--- src/rtl/mod_desplazamiento_izq_seq_pkg.sv ---
// Shared constants, state encoding and shift-amount saturation helper
// for the sequential left shifter/rotator.
package mod_desplazamiento_izq_seq_pkg;

  localparam int W_DEF = 6;  // default operand/result width
  localparam int NW    = 3;  // shift-amount width

  typedef enum logic [1:0] {
    IDLE  = 2'd0,
    SHIFT = 2'd1,
    FIN   = 2'd2
  } state_t;

  // Clamp a requested shift amount to the operand width.
  function automatic logic [NW-1:0] sat_amount(input logic [NW-1:0] n, input int w);
    logic [NW-1:0] r;
    if (int'(n) > w) begin
      r = NW'(w);
    end else begin
      r = n;
    end
    return r;
  endfunction

endpackage

--- src/rtl/mod_desplazamiento_izq_seq_if.sv ---
// Request/result bundle of the sequential shifter. The master drives the
// request (START, A, N, MODE); the slave returns result, flags and status.
interface mod_desplazamiento_izq_seq_if
  import mod_desplazamiento_izq_seq_pkg::*;
#(
  parameter int W = W_DEF
);

  logic          START;
  logic [W-1:0]  A;
  logic [NW-1:0] N;
  logic          MODE;
  logic [W-1:0]  Y;
  logic          C;
  logic          Z;
  logic          BUSY;
  logic          DONE;

  modport master (
    output START, A, N, MODE,
    input  Y, C, Z, BUSY, DONE
  );

  modport slave (
    input  START, A, N, MODE,
    output Y, C, Z, BUSY, DONE
  );

endinterface

--- src/rtl/mod_desplazamiento_izq.sv ---
// One-bit left shift step: the MSB leaves through COUT and FILL enters at
// the LSB. Rotation is obtained by the caller feeding the MSB back as FILL.
module mod_desplazamiento_izq #(
  parameter int W = 6
) (
  input  logic [W-1:0] A,
  input  logic         FILL,
  output logic [W-1:0] Y,
  output logic         COUT
);

  assign Y    = {A[W-2:0], FILL};
  assign COUT = A[W-1];

endmodule

--- src/rtl/mod_desplazamiento_izq_seq.sv ---
// Sequential left shifter/rotator: captures an operand and a shift amount,
// then applies one single-bit step per clock until the count is exhausted.
// Results and flags are registered and only move when the FIN state is entered.
module mod_desplazamiento_izq_seq
  import mod_desplazamiento_izq_seq_pkg::*;
#(
  parameter int W = W_DEF
) (
  input  logic                         CLK,
  input  logic                         RST,
  mod_desplazamiento_izq_seq_if.slave  bus
);

  localparam logic [NW-1:0] CNT_ZERO = {NW{1'b0}};
  localparam logic [NW-1:0] CNT_ONE  = {{(NW-1){1'b0}}, 1'b1};
  localparam logic [W-1:0]  WORD_ZERO = {W{1'b0}};

  state_t        state_r, state_s;
  logic [W-1:0]  work_r, work_s;
  logic [NW-1:0] cnt_r, cnt_s;
  logic          mode_r, mode_s;
  logic          carry_r, carry_s;
  logic [W-1:0]  y_r, y_s;
  logic          c_r, c_s;
  logic          z_r, z_s;
  logic          busy_r, busy_s;
  logic          done_r, done_s;

  logic [NW-1:0] n_sat_s;
  logic          fill_s;
  logic [W-1:0]  step_y_s;
  logic          step_cout_s;

  assign n_sat_s = sat_amount(bus.N, W);
  assign fill_s  = mode_r ? work_r[W-1] : 1'b0;

  mod_desplazamiento_izq #(.W(W)) u_step (
    .A    (work_r),
    .FILL (fill_s),
    .Y    (step_y_s),
    .COUT (step_cout_s)
  );

  // Next-state and next-datapath decode; everything holds unless stated.
  always_comb begin
    state_s = state_r;
    work_s  = work_r;
    cnt_s   = cnt_r;
    mode_s  = mode_r;
    carry_s = carry_r;
    y_s     = y_r;
    c_s     = c_r;
    z_s     = z_r;
    case (state_r)
      IDLE: begin
        if (bus.START) begin
          work_s  = bus.A;
          cnt_s   = n_sat_s;
          mode_s  = bus.MODE;
          carry_s = 1'b0;
          if (n_sat_s != CNT_ZERO) begin
            state_s = SHIFT;
          end else begin
            // Zero-length request: result is the operand itself.
            state_s = FIN;
            y_s     = bus.A;
            c_s     = 1'b0;
            z_s     = (bus.A == WORD_ZERO);
          end
        end else begin
          state_s = IDLE;
        end
      end
      SHIFT: begin
        work_s  = step_y_s;
        carry_s = step_cout_s;
        cnt_s   = cnt_r - CNT_ONE;
        if (cnt_r == CNT_ONE) begin
          // Last step: publish the shifted word and its carry on FIN entry.
          state_s = FIN;
          y_s     = step_y_s;
          c_s     = step_cout_s;
          z_s     = (step_y_s == WORD_ZERO);
        end else begin
          state_s = SHIFT;
        end
      end
      FIN: begin
        state_s = IDLE;
      end
      default: begin
        state_s = IDLE;
      end
    endcase
    busy_s = (state_s != IDLE);
    done_s = (state_s == FIN);
  end

  // State register with synchronous reset.
  always_ff @(posedge CLK) begin
    if (RST) begin
      state_r <= IDLE;
    end else begin
      state_r <= state_s;
    end
  end

  // Datapath and output registers; reset clears everything, aborting any operation.
  always_ff @(posedge CLK) begin
    if (RST) begin
      work_r  <= WORD_ZERO;
      cnt_r   <= CNT_ZERO;
      mode_r  <= 1'b0;
      carry_r <= 1'b0;
      y_r     <= WORD_ZERO;
      c_r     <= 1'b0;
      z_r     <= 1'b0;
      busy_r  <= 1'b0;
      done_r  <= 1'b0;
    end else begin
      work_r  <= work_s;
      cnt_r   <= cnt_s;
      mode_r  <= mode_s;
      carry_r <= carry_s;
      y_r     <= y_s;
      c_r     <= c_s;
      z_r     <= z_s;
      busy_r  <= busy_s;
      done_r  <= done_s;
    end
  end

  assign bus.Y    = y_r;
  assign bus.C    = c_r;
  assign bus.Z    = z_r;
  assign bus.BUSY = busy_r;
  assign bus.DONE = done_r;

endmodule

--- src/flat_wrapper.sv ---
// flat-port wrapper written by rule: the top's interface ports become plain ports
module mod_desplazamiento_izq_seq_flat import mod_desplazamiento_izq_seq_pkg::*;
#(
  parameter int W = W_DEF
)
  (CLK, RST, bus_START, bus_A, bus_N, bus_MODE, bus_Y, bus_C, bus_Z, bus_BUSY, bus_DONE);
  mod_desplazamiento_izq_seq_if #(.W(W)) bus_i ();
  input  logic CLK;
  input  logic RST;
  input wire logic [$bits(bus_i.START)-1:0] bus_START;
  input wire logic [$bits(bus_i.A)-1:0] bus_A;
  input wire logic [$bits(bus_i.N)-1:0] bus_N;
  input wire logic [$bits(bus_i.MODE)-1:0] bus_MODE;
  output wire logic [$bits(bus_i.Y)-1:0] bus_Y;
  output wire logic [$bits(bus_i.C)-1:0] bus_C;
  output wire logic [$bits(bus_i.Z)-1:0] bus_Z;
  output wire logic [$bits(bus_i.BUSY)-1:0] bus_BUSY;
  output wire logic [$bits(bus_i.DONE)-1:0] bus_DONE;
  assign bus_i.START = bus_START;
  assign bus_i.A = bus_A;
  assign bus_i.N = bus_N;
  assign bus_i.MODE = bus_MODE;
  assign bus_Y = bus_i.Y;
  assign bus_C = bus_i.C;
  assign bus_Z = bus_i.Z;
  assign bus_BUSY = bus_i.BUSY;
  assign bus_DONE = bus_i.DONE;
  mod_desplazamiento_izq_seq #(.W(W)) u_core (.CLK(CLK), .RST(RST), .bus(bus_i));
endmodule
--- config.mk ---
export PLATFORM = sky130hd
export DESIGN_NAME = mod_desplazamiento_izq_seq_flat
export DESIGN_NICKNAME = d
export VERILOG_FILES = /design/src/rtl/mod_desplazamiento_izq_seq_pkg.sv /design/src/rtl/mod_desplazamiento_izq_seq_if.sv /design/src/rtl/mod_desplazamiento_izq.sv /design/src/rtl/mod_desplazamiento_izq_seq.sv /design/src/flat_wrapper.sv
export SDC_FILE = /design/constraint.sdc
export NUM_CORES = 1
export LEC_CHECK = 0
export CAP_MARGIN = 20
export CORE_UTILIZATION = 45
export DETAILED_ROUTE_END_ITERATION = 10
export PLACE_DENSITY_LB_ADDON = 0.08
export SLEW_MARGIN = 30
export SYNTH_ARGS = -nofsm -noshare
export SYNTH_HDL_FRONTEND = slang
export SYNTH_SLANG_ARGS = --single-unit
--- constraint.sdc ---
create_clock -name CLK -period 2.2 [get_ports CLK]
set_input_delay 0.22 -clock CLK [delete_from_list [all_inputs] [get_ports CLK]]
set_output_delay 0.22 -clock CLK [all_outputs]
set_load 0.005 [all_outputs]
* Word-level counts from Yosys, hierarchy flattened *
Cells that the tools add are included.

storage, ports and cells
  RAM bits = 0
  memories = 0
  bits in registers = 22
  bits in latches = 0
  output and inout port bits = 10
  memory bits (read-only) = 0

operators by class
  equality and inequality tests = 6
  add/subtract/negate cells = 1
  mux-type cells = 22
  bitwise operators = 0
  $mul = 0
  shift-type cells = 0
  divide/modulo/power cells = 0
  $lt $le $gt $ge = 1
  reductions and logical operators = 9

operators with widths
  operator               count
  $mux W6                4
  $pmux W6 S2            2
  $logic_not A6 Y1       2
  $mux W1                7
  $mux W2                3
  $mux W3                2
  $pmux W3 S2            1
  $ne A2 B2 Y1 const B   2
  $pmux W1 S2            2
  $pmux W2 S2            1
  $reduce_and A2 Y1      2
  $reduce_and A4 Y1      1
  $reduce_bool A2 Y1     2
  $eq A3 B1 Y1 const B   1
  $gt A3 B3 Y1 const B   1
  $reduce_bool A3 Y1     1
  $sub A3 B1 Y3 const B  1
  $eq A2 B1 Y1 const B   1
  $eq A2 B2 Y1 const B   1
  $logic_not A2 Y1       1
  $ne A2 B1 Y1 const B   1

* Longest topological paths before layout *
Gate-level depths: netlist of run 1.

  depth in word-level cells = 7
  depth in mapped cells = 7
  mapped depth without buffers = 6

* Hierarchy *
A second synthesis of run 1 with hierarchy kept.

unflattened totals
  cell total of the unflattened synthesis = 125
  area, all modules = 1,101.1 um2

by module, submodules not included
  module                      area an instance (um2)  cells each  instances
  mod_desplazamiento_izq_seq  1,048.5                 118         1
  mod_desplazamiento_izq      52.6                    7           1

* Worst setup path before layout of run 1 *
Ideal clock, no wire load.

  path kind = flip-flop to flip-flop
  from = register u_core.state_r[1]
  to = register u_core.c_r (netlist: u_core.bus.C)
  data arrival time = 1.346 ns
  library setup time = 0.130 ns
  stages on the path, launching flop included = 6
  clock period less this slack = 1.476 ns
  data required time = 2.070 ns
  path slack = 0.724 ns
  cell sequence = dfxtp_1 -> or3b_4 -> o22ai_4 -> buf_6 -> mux2i_1 -> nor2_1

on the way
  longest elaborated chain between the ends = 3
  elaborated cells on any way between the ends = 8

ends and longest elaborated chain
  what                                                         RTL line                           source
  start: declaration                                           mod_desplazamiento_izq_seq.sv:18   state_t state_r, state_s;
  start signal: assignment                                     mod_desplazamiento_izq_seq.sv:104  state_r <= state_s;
  $eq A2 B1 Y1 or $logic_not A2 Y1 (tied branches)             mod_desplazamiento_izq_seq.sv:54   case (state_r)
  $ne A2 B1 Y1 (no source line), or another cell as far along  -
  $reduce_and A4 Y1 (no source line)                           -
  end signal: assignment                                       mod_desplazamiento_izq_seq.sv:126  c_r <= c_s;
  end: declaration                                             mod_desplazamiento_izq_seq.sv:24   logic c_r, c_s;

Parallel ways exist; a longest one is shown, timed or not.
A chain may end at the register's enable or synchronous reset.

* Worst setup path after layout of run 1 *
  from = register u_core.state_r[0]
  to = register u_core.y_r[5] (netlist: u_core.bus.Y[5])

on the way
  longest elaborated chain between the ends = 3
  elaborated cells on any way between the ends = 8

ends and longest elaborated chain
  what                                                         RTL line                           source
  $eq A2 B1 Y1 or $logic_not A2 Y1 (tied branches)             mod_desplazamiento_izq_seq.sv:54
  $ne A2 B1 Y1 (no source line), or another cell as far along  -
  $reduce_and A4 Y1 (no source line)                           -
  end signal: assignment                                       mod_desplazamiento_izq_seq.sv:125  y_r <= y_s;
  end: declaration                                             mod_desplazamiento_izq_seq.sv:23   logic [W-1:0] y_r, y_s;

Parallel ways exist; a longest one is shown, timed or not.

==> reports/summary.txt, run 1 <==
Avg Cell Area, Syn: 8.55 um^2
Peak VDD IR: 0.459 mV
clk buf depth: 2
CTS root buffer: clkbuf_4
Sink Count: 22
most common cell after layout, fill and taps aside: nand2_1
Tmin final: 1760 ps
Reg2Reg Launch Point: u_core.state_r[0]$_SDFF_PP0_
drt via density: 5.55
Post-CTS Resized: 0
first-pass GRT wire length: 3.62 mm
Final Max Tran Viols: 0
PD cells: 689 nW/um^2
register bit count reported by yosys: 22
Final Hold Viols: 0
area growth from synthesis to layout: 24.9%
Final #Nets: 157
HPWL after detailed placement: 1.60 mm
WP data required: 2410 ps
largest net degree at the start of global routing: 22
WL per Instance: 13.0 um
CTS tree: built
Worst Skew: 4.70 ps
critical path class: flop to flop
most frequent cells in the layout: 29 x nand2_1, 22 x clkdlybuf4s50_1, 22 x dfxtp_1
net count after synthesis: 136
initial antenna violation count: 0
worst hold path class: input pin to flop
Initial Util: 0.502
Final Cycle Share: 0.802
Fin Setup TNS: 0 ps
Post-Syn Area: 1030 um^2
DRC errors left: 0
Max H-tree Level: 1
die area: 2500 um^2
Finish-stage setup viols: 0
slew margin rel.: 0.705
Least-Margin Pin Slew: 443 ps
total gr overflow: 0
router iterations before antenna repair: 4
Antenna Nets Post-Route: 0
Core Rows: 16
worst skew pair latency: 300 ps
Core ar.: 2060 um^2
Synth cell types: 32
num ports: 23
via count: 933
GP Congestion: 0.734
Critical path origin: u_core.state_r[0]$_SDFF_PP0_
worst hold margin: 453 ps
Fmax: 567 MHz
Initial DRC Count: 22
number of inserted diodes: 0
Setup Fix Bufs, Post-CTS: 0
share of layout cells above drive strength 1: 0.0993
Ys Warns: 0
RSZ-0062 raised after global routing: no
number of global-route vias before repair: 833
Inst Count DP: 164
port buffer count: 22
CP max FO: 21
die span in y: 50.0 um
Startpoint Class: flop
Max-cap violations: 0
total CTS buffers: 3
DRT Wirelength: 2.18 mm
endpoint type of the worst setup path: flop
GRT Overall Usage: 0.190
P_leak: 0.460 nW
DIE WIDTH: 50.0 um
Setup WS pre-CTS: 168 ps
hold_sp: bus_MODE
Cells after Synth: 121
WP data arrival: 1970 ps
register area share after synthesis: 0.426
total power: 0.000891 W
status: finished clean
CTS Hold Bufs: 0
Clock transition at path regs: 120 ps
final setup margin: 436 ps
Post-Layout Cell Count: 168
## path summary, 6_finish.rpt
kind | to | slack, ps | depth (start not counted)
setup / recovery | u_core.bus.Y[5]$_SDFFE_PP0P_ | 440 | 4
hold / removal | u_core.mode_r$_SDFFE_PP0P_ | 450 | 3
setup reg to reg | u_core.bus.Y[5]$_SDFFE_PP0P_ | 440 | 4
hold reg to reg | u_core.cnt_r[2]$_SDFFE_PP0P_ | 490 | 2
## cell families after synthesis
logic type               after synthesis  share of synthesized area
AND/OR/NAND/NOR                       61                      0.277
flip-flops                            22                      0.426
multiplexers                           2                     0.0206
AO/OA/AOI/OAI                         23                      0.196
adder cells (fa/ha/maj)                2                     0.0242
buffers and inverters                 11                     0.0568
## worst max-delay path, stage by stage (launching register included)
cell and delay [ps]:
dfxtp_1 430, or2b_2 490, o22ai_4 390, nor2_1 80, a311oi_1 280
## routing by layer
layer	part of all wire	vias up	global-route usage
li1	-	467	-
met3	0.034	2	0.0278
met2	0.47	21	0.295
met1	0.49	443	0.263
met5	0	-	0
met4	0.0069	0	0.0714
## power by group
group	total (W)	switching [W]	internal [W]
clock network	0.000222	0.000121	0.000101
logic	0.000205	0.000104	0.000102
registers	0.000464	0.0000281	0.000436
## cells in the mapped netlist, drive strengths merged
cell type,n,area share
and2,2,0.012
ha,2,0.024
a311oi,13,0.12
o22ai,2,0.025
nor3,1,0.0048
nor2,14,0.051
mux2i,1,0.0097
or3b,1,0.011
a22oi,1,0.0073
a2bb2oi,1,0.0085
a32oi,1,0.0085
dfxtp,22,0.43
nand3,4,0.019
nor4,2,0.012
inv,3,0.011
buf,6,0.039
or3,1,0.0060
or2,1,0.0060
mux2,1,0.011
and2b,1,0.0085
nand2,29,0.11
clkbuf,2,0.0073
nor3b,3,0.027
nand2b,1,0.0060
a21oi,5,0.024
or2b,1,0.0085
## registers in the layout (all words and copies together) (netlist names)
name,flops
u_core.mode_r,1
u_core.bus.BUSY,1
u_core.bus.C,1
u_core.work_r,6
u_core.state_r,2
u_core.cnt_r,3
u_core.bus.DONE,1
u_core.bus.Z,1
u_core.bus.Y,6
## through the flow
step	cell area [um^2]	utilization
2_1_floorplan	1030	-
3_3_place_gp	1260	0.609
3_5_place_dp	1260	0.609
4_1_cts	1290	0.627
5_1_grt	1290	0.627
6_report	1290	0.627
## final cells by class
| class | instances | area, um^2 |
|---|---|---|
| Fill cell | 181 | 769 |
| Multi-Input combinational cell | 88 | 536 |
| Sequential cell | 22 | 440 |
| Timing Repair Buffer | 24 | 235 |
| Clock buffer | 4 | 36.3 |
| Tap cell | 27 | 33.8 |
| Inverter | 3 | 11.3 |
(Power assumes the default switching activity.)
==> run 2: changes to the inputs <==
--- a/config.mk
+++ b/config.mk
@@ -6,7 +6,7 @@
 export NUM_CORES = 1
 export LEC_CHECK = 0
 export CAP_MARGIN = 20
-export CORE_UTILIZATION = 45
+export CORE_UTILIZATION = 44
 export DETAILED_ROUTE_END_ITERATION = 10
 export PLACE_DENSITY_LB_ADDON = 0.08
 export SLEW_MARGIN = 30
==> constraint.sdc (replaced) <==
create_clock -name CLK -period 1.5 [get_ports CLK]
set_input_delay 0.15 -clock CLK [delete_from_list [all_inputs] [get_ports CLK]]
set_output_delay 0.15 -clock CLK [all_outputs]
set_load 0.005 [all_outputs]
==> reports/summary.txt, run 2 (synthesis gave the netlist of run 1 again) <==
CP max FO: 6 (was 21)
CTS Hold Bufs: 0 (unchanged)
HPWL after detailed placement: 1.70 mm (was 1.60 mm)
Max H-tree Level: 1 (unchanged)
share of layout cells above drive strength 1: 0.196 (was 0.0993)
Startpoint Class: flop (unchanged)
port buffer count: 22 (unchanged)
via count: 976 (was 933)
DP Area: 1350 um^2 (was 1260 um^2)
total gr overflow: 0 (unchanged)
status: finished, violations left (was finished clean)
GP Congestion: 0.809 (was 0.734)
Inst Count DP: 175 (was 164)
Tmin final: 1500 ps (was 1760 ps)
WP data required: 1700 ps (was 2410 ps)
Initial DRC Count: 16 (was 22)
WP data arrival: 1710 ps (was 1970 ps)
clk buf depth: 2 (unchanged)
Final #Nets: 170 (was 157)
slew margin rel.: 0.776 (was 0.705)
final setup margin: -2.11 ps (was 436 ps)
Worst path top cell family by delay: simple AND/OR/NAND/NOR gates (was compound AO/OA/AOI/OAI gates)
Antenna Nets Post-Route: 0 (unchanged)
Final Max Tran Viols: 0 (unchanged)
Slowest-stage cell, CP: or3b_4 (was or2b_2)
total CTS buffers: 3 (unchanged)
die area: 2550 um^2 (was 2500 um^2)
area growth from synthesis to layout: 37.0% (was 24.9%)
crit-path max cell delay: 390 ps (was 490 ps)
Finish-stage setup viols: 1 (was 0)
die span in y: 50.5 um (was 50.0 um)
Worst Path Buf+Inv: 1 (was 0)
num ports: 23 (unchanged)
critical path class: flop to flop (unchanged)
Final Hold Viols: 0 (unchanged)
DRC errors left: 0 (unchanged)
number of fill cells in the layout: 206 (was 181)
first-pass GRT wire length: 3.73 mm (was 3.62 mm)
CTS tree: built (unchanged)
Setup WS pre-CTS: -259 ps (was 168 ps)
Peak VDD IR: 0.683 mV (was 0.459 mV)
drt via density: 5.39 (was 5.55)
RSZ-0062 raised after global routing: yes (was no)
most frequent cells in the layout: 29 x nand2_1, 22 x clkdlybuf4s50_1, 20 x dfxtp_1 (was 29 x nand2_1, 22 x clkdlybuf4s50_1, 22 x dfxtp_1)
Final Cycle Share: 1.00 (was 0.802)
endpoint type of the worst setup path: flop (unchanged)
DIE WIDTH: 50.5 um (was 50.0 um)
WL per Instance: 12.8 um (was 13.0 um)
crit-path cells: or3b_4, o22ai_4, clkbuf_16, mux2i_1, nor2_1 (was or2b_2, o22ai_4, nor2_1, a311oi_1)
Post-Layout Cell Count: 181 (was 168)
initial antenna violation count: 0 (unchanged)
largest net degree at the start of global routing: 21 (was 22)
failing checks: negative setup slack
router iterations before antenna repair: 4 (unchanged)
Finished Core Util: 0.641 (was 0.627)
Core ar.: 2210 um^2 (was 2060 um^2)
total power: 0.00130 W (was 0.000891 W)
Fmax: 666 MHz (was 567 MHz)
Worst Skew: 4.41 ps (was 4.70 ps)
most common cell after layout, fill and taps aside: nand2_1 (unchanged)
number of global-route vias before repair: 879 (was 833)
Max-cap violations: 0 (unchanged)
DRT Wirelength: 2.32 mm (was 2.18 mm)
Sink Count: 22 (unchanged)
final instance area: 1420 um^2 (was 1290 um^2)
Core Rows: 17 (was 16)
Clock transition at path regs: 110 ps (was 120 ps)
worst skew pair latency: 300 ps (about the same)
Initial Util: 0.468 (was 0.502)
GRT Overall Usage: 0.195 (was 0.190)
worst hold path class: input pin to flop (unchanged)
Least-Margin Pin Slew: 336 ps (was 443 ps)
P_leak: 0.532 nW (was 0.460 nW)
CTS root buffer: clkbuf_4 (unchanged)
PD cells: 916 nW/um^2 (was 689 nW/um^2)
number of inserted diodes: 0 (unchanged)
run 2: area by class of cell:
cell class / instances / area [um^2] / share of cell area
multi-input cells: 88 / 541 / 0.381
flip-flops and latches: 22 / 445 / 0.314
repair buffers: 37 / 363 / 0.256
well taps: 28 / 35.0 / 0.0247
clock buffers: 3 / 22.5 / 0.0159
inverters: 3 / 11.3 / 0.00794
run 2: power breakdown:
part | internal (W) | switching (W) | leakage (nW)
Combinational | 0.000191 | 0.000164 | 0.337
Clock | 0.0000937 | 0.000168 | 0.0138
Sequential | 0.000640 | 0.0000414 | 0.181
Total | 0.000925 | 0.000373 | 0.532
run 2: final timing paths:
kind                                                   end                    startpoint  slack, ps  cells past startpoint
worst max-delay path             u_core.bus.C$_SDFFE_PP0P_  u_core.state_r[0]$_SDFF_PP0_         -2                      5
worst min-delay path            u_core.mode_r$_SDFFE_PP0P_                      bus_MODE        390                      3
worst max register to register   u_core.bus.C$_SDFFE_PP0P_  u_core.state_r[0]$_SDFF_PP0_         -2                      5
worst min register to register  u_core.mode_r$_SDFFE_PP0P_    u_core.mode_r$_SDFFE_PP0P_        490                      2
run 2: per-layer routing:
metal  global-route usage  wire [um]  up-vias
met4               0.0694         23        0
met5                    0          0        -
met1                0.213       1020      451
met3               0.0364         96        4
met2                0.369       1190       29
li1                     -          -      492
run 2: repair_timing:
action,4_1_cts,5_1_grt
pin swaps,1,7
endpoints found under the setup margin,6,13
setup buffers,1,1
cloned,0,1
gates resized for setup,1,4
run 2: per-stage QoR:
| stage | hold WS, ps | TNS [ps] |
|---|---|---|
| finish | 387 | -2.11 |
| global route | 404 | -235 |
| CTS | 379 | 0 |
| detailed placement | 471 | -3370 |
| global placement | 470 | -3190 |
| floorplan | 225 | 0 |
run 2: worst register-to-register path: cells and delay by family (launching register included):
family          cells  cell delay [ps]
simple gates        2              440
flops               1              380
compound gates      1              230
buf+inv             1              190
mux                 1              170
==> run 3: changes to the inputs <==
--- a/config.mk
+++ b/config.mk
@@ -6,9 +6,12 @@
 export NUM_CORES = 1
 export LEC_CHECK = 0
 export CAP_MARGIN = 20
-export CORE_UTILIZATION = 44
+export CELL_PAD_IN_SITES_DETAIL_PLACEMENT = 1
+export CELL_PAD_IN_SITES_GLOBAL_PLACEMENT = 2
+export CORE_UTILIZATION = 26
 export DETAILED_ROUTE_END_ITERATION = 10
 export PLACE_DENSITY_LB_ADDON = 0.08
+export SETUP_SLACK_MARGIN = 0.5
 export SLEW_MARGIN = 30
 export SYNTH_ARGS = -nofsm -noshare
 export SYNTH_HDL_FRONTEND = slang
==> reports/summary.txt, run 3 (synthesis gave the netlist of run 1 again) <==
status: finished clean (was finished, violations left)
largest net degree at the start of global routing: 21 (unchanged)
Final Max Tran Viols: 0 (unchanged)
Flop pwr share: 0.458 (was 0.525)
Sink Count: 22 (unchanged)
Switching Power: 0.000423 W (was 0.000373 W)
worst skew pair latency: 260 ps (was 300 ps)
slew margin rel.: 0.784 (was 0.776)
Max H-tree Level: 1 (unchanged)
DRC errors left: 0 (unchanged)
WP data required: 1660 ps (was 1700 ps)
worst hold path class: input pin to flop (unchanged)
total gr overflow: 0 (unchanged)
share of layout cells above drive strength 1: 0.313 (was 0.196)
GP Congestion: 0.736 (was 0.809)
PD cells: 966 nW/um^2 (was 916 nW/um^2)
Tmin final: 1500 ps (about the same)
Peak VDD IR: 0.604 mV (was 0.683 mV)
number of global-route vias before repair: 1019 (was 879)
CTS tree: built (unchanged)
Fin Setup TNS: 0 ps (was -2.11 ps)
total power: 0.00150 W (was 0.00130 W)
Post-Layout Cell Count: 208 (was 181)
Core Rows: 22 (was 17)
Worst path top cell family by delay: simple AND/OR/NAND/NOR gates (unchanged)
RSZ-0062 raised after global routing: yes (unchanged)
combinational share of power: 0.256 (was 0.274)
via count: 1009 (was 976)
P_leak: 0.629 nW (was 0.532 nW)
drt via density: 4.85 (was 5.39)
most frequent cells in the layout: 28 x nand2_1, 20 x buf_4, 14 x nor2_1 (was 29 x nand2_1, 22 x clkdlybuf4s50_1, 20 x dfxtp_1)
clock share of power: 0.287 (was 0.201)
Initial Util: 0.276 (was 0.468)
sw frac: 0.283 (was 0.288)
Worst Path Buf+Inv: 1 (unchanged)
number of inserted diodes: 0 (unchanged)
most common cell after layout, fill and taps aside: nand2_1 (unchanged)
Antenna Nets Post-Route: 0 (unchanged)
Int Pwr: 0.00107 W (was 0.000925 W)
first-pass GRT wire length: 4.74 mm (was 3.73 mm)
initial antenna violation count: 0 (unchanged)
Final Hold Viols: 0 (unchanged)
DRT Wirelength: 2.96 mm (was 2.32 mm)
Max-cap violations: 0 (unchanged)
Final Cycle Share: 0.999 (was 1.00)
Inst Count DP: 200 (was 175)
Least-Margin Pin Slew: 323 ps (was 336 ps)
CP max FO: 14 (was 6)
endpoint type of the worst setup path: flop (unchanged)
WL per Instance: 14.2 um (was 12.8 um)
Clock transition at path regs: 80 ps (was 110 ps)
worst hold margin: 449 ps (was 387 ps)
Startpoint Class: flop (unchanged)
Final #Nets: 176 (was 170)
crit-path cells: or3b_4, o22ai_4, buf_12, nor2_1, a311oi_2 (was or3b_4, o22ai_4, clkbuf_16, mux2i_1, nor2_1)
Fmax: 667 MHz (was 666 MHz)
CTS root buffer: clkbuf_8 (was clkbuf_4)
router iterations before antenna repair: 4 (unchanged)
crit-path max cell delay: 420 ps (was 390 ps)
clk buf depth: 2 (unchanged)
critical path class: flop to flop (unchanged)
port buffer count: 22 (unchanged)
Initial DRC Count: 34 (was 16)
total CTS buffers: 3 (unchanged)
Core ar.: 3740 um^2 (was 2210 um^2)
Worst Skew: 2.38 ps (was 4.41 ps)
Finish-stage setup viols: 0 (was 1)
die span in y: 65.1 um (was 50.5 um)
number of fill cells in the layout: 472 (was 206)
die area: 4240 um^2 (was 2550 um^2)
Slowest-stage cell, CP: or3b_4 (unchanged)
HPWL after detailed placement: 2.18 mm (was 1.70 mm)
GRT Overall Usage: 0.147 (was 0.195)
num ports: 23 (unchanged)
area growth from synthesis to layout: 49.7% (was 37.0%)
DIE WIDTH: 65.1 um (was 50.5 um)
WP data arrival: 1660 ps (was 1710 ps)
run 3: cell count changes in the layout (fill, tap and decap cells not counted), sizes merged:
cell,previous run,this run
dlymetal6s2s,0,2
buf,14,21
dlygate4sd2,0,2
clkdlybuf4s15,0,7
clkdlybuf4s50,22,11
run 3: layout make-up:
cell class	instances	area (um^2)	share of cell area
Clock buffer	4	55.1	0.0355
Multi-Input combinational cell	88	578	0.373
Inverter	3	11.3	0.00727
Sequential cell	22	452	0.292
Timing Repair Buffer	43	393	0.254
Tap cell	48	60.1	0.0388
run 3: tightest hold or removal path: cells and delay by family:
kind                   cells  cell delay [ps]
AOI/OAI and AO/OA          1               50
buffers and inverters      1              400
and+or+nand+nor            1               60
run 3: stage by stage:
step                utilization  instance area, um^2  setup slack, ps
CTS                       0.402                 1500             5.00
global placement          0.382                 1430             -267
detailed placement        0.382                 1430             -310
global route              0.414                 1550            -93.6
floorplan                     -                 1070             58.8
finish                    0.414                 1550            0.922
run 3: power by group through the flow:
stage | Sequential (W) | Clock (W) | Combinational [W]
floorplan | 0.000687 | 0 | 0.000219
detailed placement | 0.000696 | 0 | 0.000373
global placement | 0.000693 | 0 | 0.000366
CTS | 0.000684 | 0.000446 | 0.000370
finish | 0.000685 | 0.000429 | 0.000383
global route | 0.000694 | 0.000474 | 0.000422
run 3: worst paths after layout:
kind / from / end / slack (ps) / cells after the start
worst max-delay path: u_core.state_r[0]$_SDFF_PP0_ / u_core.bus.Y[3]$_SDFFE_PP0P_ / 0.9 / 5
worst min register to register: u_core.bus.Y[5]$_SDFFE_PP0P_ / u_core.bus.Y[5]$_SDFFE_PP0P_ / 500 / 2
worst min-delay path: bus_MODE / u_core.mode_r$_SDFFE_PP0P_ / 450 / 3
worst max register to register: u_core.state_r[0]$_SDFF_PP0_ / u_core.bus.Y[3]$_SDFFE_PP0P_ / 0.9 / 5
run 3: metal layers:
| layer | up-vias | routed length (um) | GRT usage |
|---|---|---|---|
| met5 | - | 0 | 0 |
| met4 | 0 | 0 | 0.0245 |
| met3 | 0 | 103 | 0.0423 |
| met2 | 14 | 1500 | 0.251 |
| met1 | 490 | 1350 | 0.184 |
| li1 | 505 | - | - |
run 3: timing repair:
item,4_1_cts,5_1_grt
pin swaps,2,2
setup buffers,2,2
resized for setup,16,13
hold endpoints to repair,0,0
hold buffers,0,0
endpoints found under the setup margin,32,31
